<file path="src/rtl/bp_pkg.sv">
// Shared types and constants for the belief-propagation run sequencer.
// State encoding, iteration counter width and default belief width.
package bp_pkg;

    localparam int ITER_W        = 8;
    localparam int BELIEF_W_DFLT = 8;

    typedef enum logic [2:0] {
        S_IDLE,
        S_INIT,
        S_RUN,
        S_CHECK,
        S_STOP,
        S_DONE
    } state_t;

endpackage

</file>
<file path="src/rtl/bp_conv_check.sv">
// Combinational convergence test: every belief within DELTA_TH of its snapshot (unsigned |a-b|, no wrap).
// Zero latency; no flow control.
module bp_conv_check #(
    parameter int NUM_VARS = 4,
    parameter int BELIEF_W = 8,
    parameter int DELTA_TH = 2
) (
    input  logic [NUM_VARS*2*BELIEF_W-1:0] i_beliefs,
    input  logic [NUM_VARS*2*BELIEF_W-1:0] i_snapshot,
    output logic                           o_within
);

    localparam int                N  = NUM_VARS * 2;
    localparam logic [BELIEF_W:0] TH = (BELIEF_W + 1)'(DELTA_TH);

    logic [N-1:0] w_ok;

    for (genvar g = 0; g < N; g++) begin : g_cmp
        logic [BELIEF_W:0] w_a;
        logic [BELIEF_W:0] w_b;
        logic [BELIEF_W:0] w_diff;

        // Extra MSB keeps the subtraction from wrapping.
        assign w_a    = {1'b0, i_beliefs[g*BELIEF_W +: BELIEF_W]};
        assign w_b    = {1'b0, i_snapshot[g*BELIEF_W +: BELIEF_W]};
        assign w_diff = (w_a >= w_b) ? (w_a - w_b) : (w_b - w_a);
        assign w_ok[g] = (w_diff <= TH);
    end

    assign o_within = &w_ok;

endmodule

</file>
<file path="src/rtl/bp_sched.sv">
// bp_sched: BP run sequencer (INIT x2, RUN x ITER_CYCLES, CHECK), optional convergence stop under BP_SCHED_CONV_DETECT_EN.
// Latency start->first RUN 3 cycles, ITER_CYCLES+1 per iteration; no backpressure, start ignored while busy or in DONE.
module bp_sched
    import bp_pkg::*;
#(
    parameter int NUM_VARS    = 4,
    parameter int BELIEF_W    = BELIEF_W_DFLT,
    parameter int ITER_CYCLES = 16,
    parameter int DELTA_TH    = 2
) (
    input  logic                           CLK100MHZ,
    input  logic                           Reset_n,
    input  logic                           start,
    input  logic                           abort,
    input  logic [ITER_W-1:0]              max_iters,
    input  logic [NUM_VARS*2*BELIEF_W-1:0] beliefs,
    output logic                           var_init,
    output logic                           var_stop,
    output logic                           busy,
    output logic                           done,
    output logic                           converged,
    output logic [ITER_W-1:0]              iter_count
);

    localparam int                CYC_W    = (ITER_CYCLES > 1) ? $clog2(ITER_CYCLES) : 1;
    localparam logic [CYC_W-1:0]  CYC_LAST = CYC_W'(ITER_CYCLES - 1);

    state_t              r_state;
    logic [CYC_W-1:0]    r_cyc;
    logic                r_init_2nd;
    logic [ITER_W-1:0]   r_max_iters;
    logic [ITER_W-1:0]   r_iter_count;
    logic                r_converged;
    logic                r_var_init;
    logic                r_var_stop;
    logic                r_busy;
    logic                r_done;

    logic [ITER_W-1:0]   w_iter_next;
    logic                w_conv_now;

    // Saturating increment; unreachable with an 8-bit limit but kept as a guard.
    assign w_iter_next = (r_iter_count == {ITER_W{1'b1}}) ? r_iter_count
                                                          : r_iter_count + ITER_W'(1);

`ifdef BP_SCHED_CONV_DETECT_EN
    logic [NUM_VARS*2*BELIEF_W-1:0] r_snapshot;
    logic                           w_within;

    bp_conv_check #(
        .NUM_VARS (NUM_VARS),
        .BELIEF_W (BELIEF_W),
        .DELTA_TH (DELTA_TH)
    ) u_conv_check (
        .i_beliefs  (beliefs),
        .i_snapshot (r_snapshot),
        .o_within   (w_within)
    );

    // First CHECK compares against a cleared snapshot, so it never counts.
    assign w_conv_now = w_within && (r_iter_count != '0);

    always_ff @(posedge CLK100MHZ or negedge Reset_n) begin
        if (!Reset_n) begin
            r_snapshot <= '0;
        end else if (r_state == S_IDLE && start) begin
            r_snapshot <= '0;
        end else if (r_state == S_CHECK) begin
            r_snapshot <= beliefs;
        end
    end
`else
    logic w_unused_beliefs;

    assign w_unused_beliefs = ^beliefs;
    assign w_conv_now       = 1'b0;
`endif

    always_ff @(posedge CLK100MHZ or negedge Reset_n) begin
        if (!Reset_n) begin
            r_state      <= S_IDLE;
            r_cyc        <= '0;
            r_init_2nd   <= 1'b0;
            r_max_iters  <= '0;
            r_iter_count <= '0;
            r_converged  <= 1'b0;
            r_var_init   <= 1'b0;
            r_var_stop   <= 1'b0;
            r_busy       <= 1'b0;
            r_done       <= 1'b0;
        end else begin
            case (r_state)
                S_IDLE: begin
                    if (start) begin
                        r_state      <= S_INIT;
                        r_max_iters  <= (max_iters == '0) ? ITER_W'(1) : max_iters;
                        r_iter_count <= '0;
                        r_converged  <= 1'b0;
                        r_cyc        <= '0;
                        r_init_2nd   <= 1'b0;
                        r_var_init   <= 1'b1;
                        r_busy       <= 1'b1;
                    end
                end
                S_INIT: begin
                    r_cyc <= '0;
                    if (abort) begin
                        r_state    <= S_STOP;
                        r_var_init <= 1'b0;
                        r_var_stop <= 1'b1;
                    end else if (r_init_2nd) begin
                        r_state    <= S_RUN;
                        r_var_init <= 1'b0;
                    end else begin
                        r_init_2nd <= 1'b1;
                    end
                end
                S_RUN: begin
                    if (abort) begin
                        r_state    <= S_STOP;
                        r_var_stop <= 1'b1;
                    end else if (r_cyc == CYC_LAST) begin
                        r_state <= S_CHECK;
                    end else begin
                        r_cyc <= r_cyc + CYC_W'(1);
                    end
                end
                S_CHECK: begin
                    // Abort beats convergence and leaves iter_count untouched.
                    if (abort) begin
                        r_state    <= S_STOP;
                        r_var_stop <= 1'b1;
                    end else begin
                        r_iter_count <= w_iter_next;
                        if (w_conv_now) begin
                            r_state     <= S_STOP;
                            r_converged <= 1'b1;
                            r_var_stop  <= 1'b1;
                        end else if (w_iter_next == r_max_iters) begin
                            r_state    <= S_STOP;
                            r_var_stop <= 1'b1;
                        end else begin
                            r_state <= S_RUN;
                            r_cyc   <= '0;
                        end
                    end
                end
                S_STOP: begin
                    r_state    <= S_DONE;
                    r_var_stop <= 1'b0;
                    r_busy     <= 1'b0;
                    r_done     <= 1'b1;
                end
                S_DONE: begin
                    r_state <= S_IDLE;
                    r_done  <= 1'b0;
                end
                default: begin
                    r_state <= S_IDLE;
                end
            endcase
        end
    end

    assign var_init   = r_var_init;
    assign var_stop   = r_var_stop;
    assign busy       = r_busy;
    assign done       = r_done;
    assign converged  = r_converged;
    assign iter_count = r_iter_count;

endmodule

</file>
<file path="config.mk">
export PLATFORM = sky130hd
export DESIGN_NAME = bp_sched
export DESIGN_NICKNAME = d
export VERILOG_FILES = /design/src/rtl/bp_pkg.sv /design/src/rtl/bp_conv_check.sv /design/src/rtl/bp_sched.sv
export SDC_FILE = /design/constraint.sdc
export NUM_CORES = 1
export LEC_CHECK = 0
export CORE_MARGIN = 2
export CORE_UTILIZATION = 36
export CTS_CLUSTER_DIAMETER = 40
export CTS_CLUSTER_SIZE = 16
export DETAILED_ROUTE_END_ITERATION = 7
export GPL_ROUTABILITY_DRIVEN = 0
export MAX_ROUTING_LAYER = met4
export PLACE_DENSITY = 0.78
export SETUP_SLACK_MARGIN = 0.3
export SYNTH_ARGS = -nofsm -noshare
export SYNTH_HDL_FRONTEND = slang
export SYNTH_SLANG_ARGS = --single-unit
</file>
<file path="constraint.sdc">
create_clock -name CLK100MHZ -period 2.3 [get_ports CLK100MHZ]
set_input_delay 0.23 -clock CLK100MHZ [delete_from_list [all_inputs] [get_ports CLK100MHZ]]
set_output_delay 0.23 -clock CLK100MHZ [all_outputs]
set_load 0.005 [all_outputs]
</file>
==> summary.md <==
| Metric | Value |
|---|---|
| Status | `finished, final reports clean` |
| Critical Path Start Type | `flip-flop` |
| Global-route wire length before repair | `6.88 mm` |
| Post-synth EDFFs | `0` |
| Mux cell area share after synthesis | `around 6.2%` |
| Gr ovfl total | `0` |
| Syn Area/Cell | `just under 9 um^2` |
| WS Path Type | `flip-flop to flip-flop` |
| Critical Path AT | `about 2.4 ns` |
| Row cnt | `25` |
| Sequential power share | `39.2%` |
| Hold Violations, Final | `0` |
| Fin util | `46.9%` |
| Antenna violations before repair | `0` |
| Crit end category | `flip-flop` |
| Internal power | `1.29 mW` |
| Worst Path Max Fanout | `8` |
| Slowest cell delay on critical path | `approximately 0.4 ns` |
| Cts bufs inserted | `3` |
| Clock root cell | `clkbuf_8` |
| Dpl cell area | `2090 um^2` |
| Clk Latency, worst-skew pair | `roughly 0.29 ns` |
| Sink Count | `28` |
| Die Span Y | `between 70 and 80 um` |
| Io pins | `89` |
| Vias post-DR | `1632` |
| Leak | `around 0.86 nW` |
| Synth Instances | `approximately 200` |
| Post-DP HPWL | `2.95 mm` |
| Fmax | `460 MHz` |
| Post-Synth XOR/XNOR Area | `under 10%` |
| DR top layer | `met4` |
| Place WS | `-0.0104 ns` |
| CTS max path bufs | `2` |
| Req. time, crit path | `around 2.5 ns` |
| Synth Warn # | `0` |
| Switching part of the total | `35.6%` |
| Simple-gate share of the synthesized area | `19.9%` |
| Syn nets | `around 280` |
| Final Cell Area | `about 2200 um^2` |
| Residual DRC | `0` |
| # setup viols final | `0` |
| Clk_skew | `approximately 0.011 ns` |
| Starting Density | `roughly 37%` |
| Antenna cell count | `0` |
| Switching power | `711 uW` |
| Total Routed Length | `~4.1 mm` |
| Hold Crit Class | `input port to async pin` |
| Port Buffers | `23` |
| Tcrit/Tclk final | `between 90% and 100%` |
| Detail Route Antenna Nets | `0` |
| Fin crit period | `~2.2 ns` |
| Cell Pwr Density | `around 900 nW/um^2` |
| Die area | `~5400 um^2` |
| Synth cell types | `51` |
| RSZ-0062 raised after global routing | `yes` |
| Compound-Gate Fraction of Synth Area | `a little under a quarter` |
| Wire length on met1 | `approximately 1.9 mm` |
| Synth-to-layout area growth | `26.1%` |
| Vias per inst | `5.77` |
| Main combinational cell family by area after synthesis | `compound AO/OA/AOI/OAI gates` |
| Gate power share | `a little over 40%` |
| Peak VDD IR | `0.483 mV` |
| CP Cell Sequence | `ha_4 -> and4_4 -> a21oi_2 -> xor2_1 -> a2111o_1 -> a211oi_4 -> o21ai_2 -> mux2i_1` |
| Largest net degree at the start of global routing | `29` |
| Die Wd | `between 70 and 80 um` |
| Slew Viols, Final | `0` |
| Total core area | `~4700 um^2` |
| GRT Total Usage | `between 10% and 20%` |
| Initial detailed-routing violation count | `between 80 and 90` |
| Final setup margin | `0.127 ns` |
| Min Hold Slack | `0.329 ns` |
| Worst-path clk slew | `0.10 ns` |
| CP max stage cell | `dfrtp_2` |
| Layout cell share with drive strength beyond 1 | `between 10% and 20%` |
| Max-cap violations | `0` |
| Clock Power Share | `19.9%` |
| Hold buffers post-CTS | `0` |
| Dominant synthesized flop cell | `dfrtp_1` |
| Area of the mapped netlist | `roughly 1700 um^2` |
| TritonCTS clock tree | `done` |
| WL met2 | `approximately 1.9 mm` |
| Yosys reg bits | `28` |
| Vias in the first global route | `1458` |
| Nets | `between 300 and 400` |
| Met3 wire length | `160 um` |
| DRT Pass-1 Iters | `4` |
| Synth Area in Adders | `roughly 1.4%` |
| Sequential area share after synthesis | `40.1%` |
| Wirelength per Cell | `14.3 um` |
| Async SR Flop Fraction | `100%` |
| Max H-tree Level | `1` |
state kept, by name (all words and copies together) (netlist names):
name and cells:
busy 1, iter_count 8, var_stop 1, r_state 3
var_init 1, r_cyc 4, r_max_iters 8, done 1
r_init_2nd 1
what timing repair did:
action | 4_1_cts | 5_1_grt
setup endpoints to repair | 7 | 13
gates cloned | 0 | 0
pin swaps | 9 | 2
gates resized for setup | 4 | 4
endpoints found under the hold margin | 0 | 0
setup buffers | 1 | 1
area by class of cell:
cell class	instances	area, um^2
tap	54	67.6
timing repair buffer	40	358
clock buffer	3	41.3
clock inverter	1	30.0
multi-input combinational	148	965
fill	451	2490
sequential	28	706
inverter	9	33.8
worst paths after layout:
path                            depth (start not counted)           from  slack [ns]             end
worst max register to register                          8  iter_count[1]        0.13        r_cyc[1]
worst min register to register                          1       r_cyc[0]        0.52        r_cyc[0]
max in group asynchronous                               2        Reset_n        1.69   iter_count[4]
worst max-delay path                                    8  iter_count[1]        0.13        r_cyc[1]
worst min-delay path                                    2        Reset_n        0.33  r_max_iters[6]
min in group CLK100MHZ                                  1       r_cyc[0]        0.52        r_cyc[0]
worst max-delay path, delay by kind of cell, from the launching register on:
kind | cells | cell delay [ns]
and+or+nand+nor | 1 | 0.29
xor gates and xnor gates | 1 | 0.15
DFF | 1 | 0.39
AOI/OAI and AO/OA | 4 | 0.91
muxes | 1 | 0.13
adders and majority gates | 1 | 0.19
layout by cell type, fill, tap and decap left out, drive strengths merged, types with 2 or more instances in the layout:
master,count
a211oi,2
a21oi,15
a311oi,4
a31oi,4
and3,4
buf,17
clkbuf,3
clkdlybuf4s50,23
dfrtp,28
ha,2
inv,9
mux2,7
mux2i,3
nand2,20
nand3,9
nand3b,2
nand4,4
nand4b,2
nor2,14
nor3,7
nor3b,2
o21ai,21
o31ai,3
xnor2,2
xor2,3
cell families (layout without fill, tap and decap cells):
| group | count (synthesis) | in the layout |
|---|---|---|
| flip-flops | 28 | 28 |
| AND/OR/NAND/NOR | 69 | 69 |
| multiplexers | 10 | 10 |
| adder cells (fa/ha/maj) | 2 | 2 |
| AO/OA/AOI/OAI | 61 | 61 |
| buffers and inverters | 25 | 53 |
| XOR/XNOR | 5 | 5 |
| other | 1 | 1 |
power groups by stage:
stage	clock network, mW	logic, mW	registers, mW
floorplan	0	0.546	0.757
global placement	0	0.782	0.784
detailed placement	0	0.797	0.791
CTS	0.407	0.819	0.779
global route	0.418	0.917	0.808
finish	0.397	0.816	0.783
cells in the mapped netlist (all sizes together) (2+ instances only):
library cell / number / area (um^2)
dfrtp: 28 / 701
o21ai: 21 / 109
nand2: 20 / 75.1
a21oi: 15 / 75.1
nor2: 14 / 52.6
inv: 9 / 33.8
nand3: 9 / 50.1
buf: 8 / 52.5
clkbuf: 8 / 31.3
mux2: 7 / 78.8
nor3: 7 / 35.0
a311oi: 4 / 35.0
a31oi: 4 / 25.0
and3: 4 / 25.0
nand4: 4 / 25.0
mux2i: 3 / 30.0
o31ai: 3 / 27.5
xor2: 3 / 26.3
a211oi: 2 / 20.0
ha: 2 / 25.0
nand3b: 2 / 15.0
nand4b: 2 / 17.5
nor3b: 2 / 15.0
xnor2: 2 / 17.5
per-stage QoR:
stage | setup TNS (ns) | total power [mW] | std cells
3_5_place_dp | -0.0126 | 1.59 | 277
5_1_grt | 0 | 2.14 | 283
4_1_cts | 0 | 2.00 | 282
2_1_floorplan | 0 | 1.30 | 201
6_report | 0 | 2.00 | 283
3_3_place_gp | 0 | 1.57 | 277
layer usage:
layer / vias up / GRT usage [%]
met3: 5 / 2.47
met1: 789 / 22.4
met5: - / -
met4: 0 / 5.45
met2: 46 / 26.2
li1: 792 / -
No activity file was read; power rests on OpenSTA's default activity.
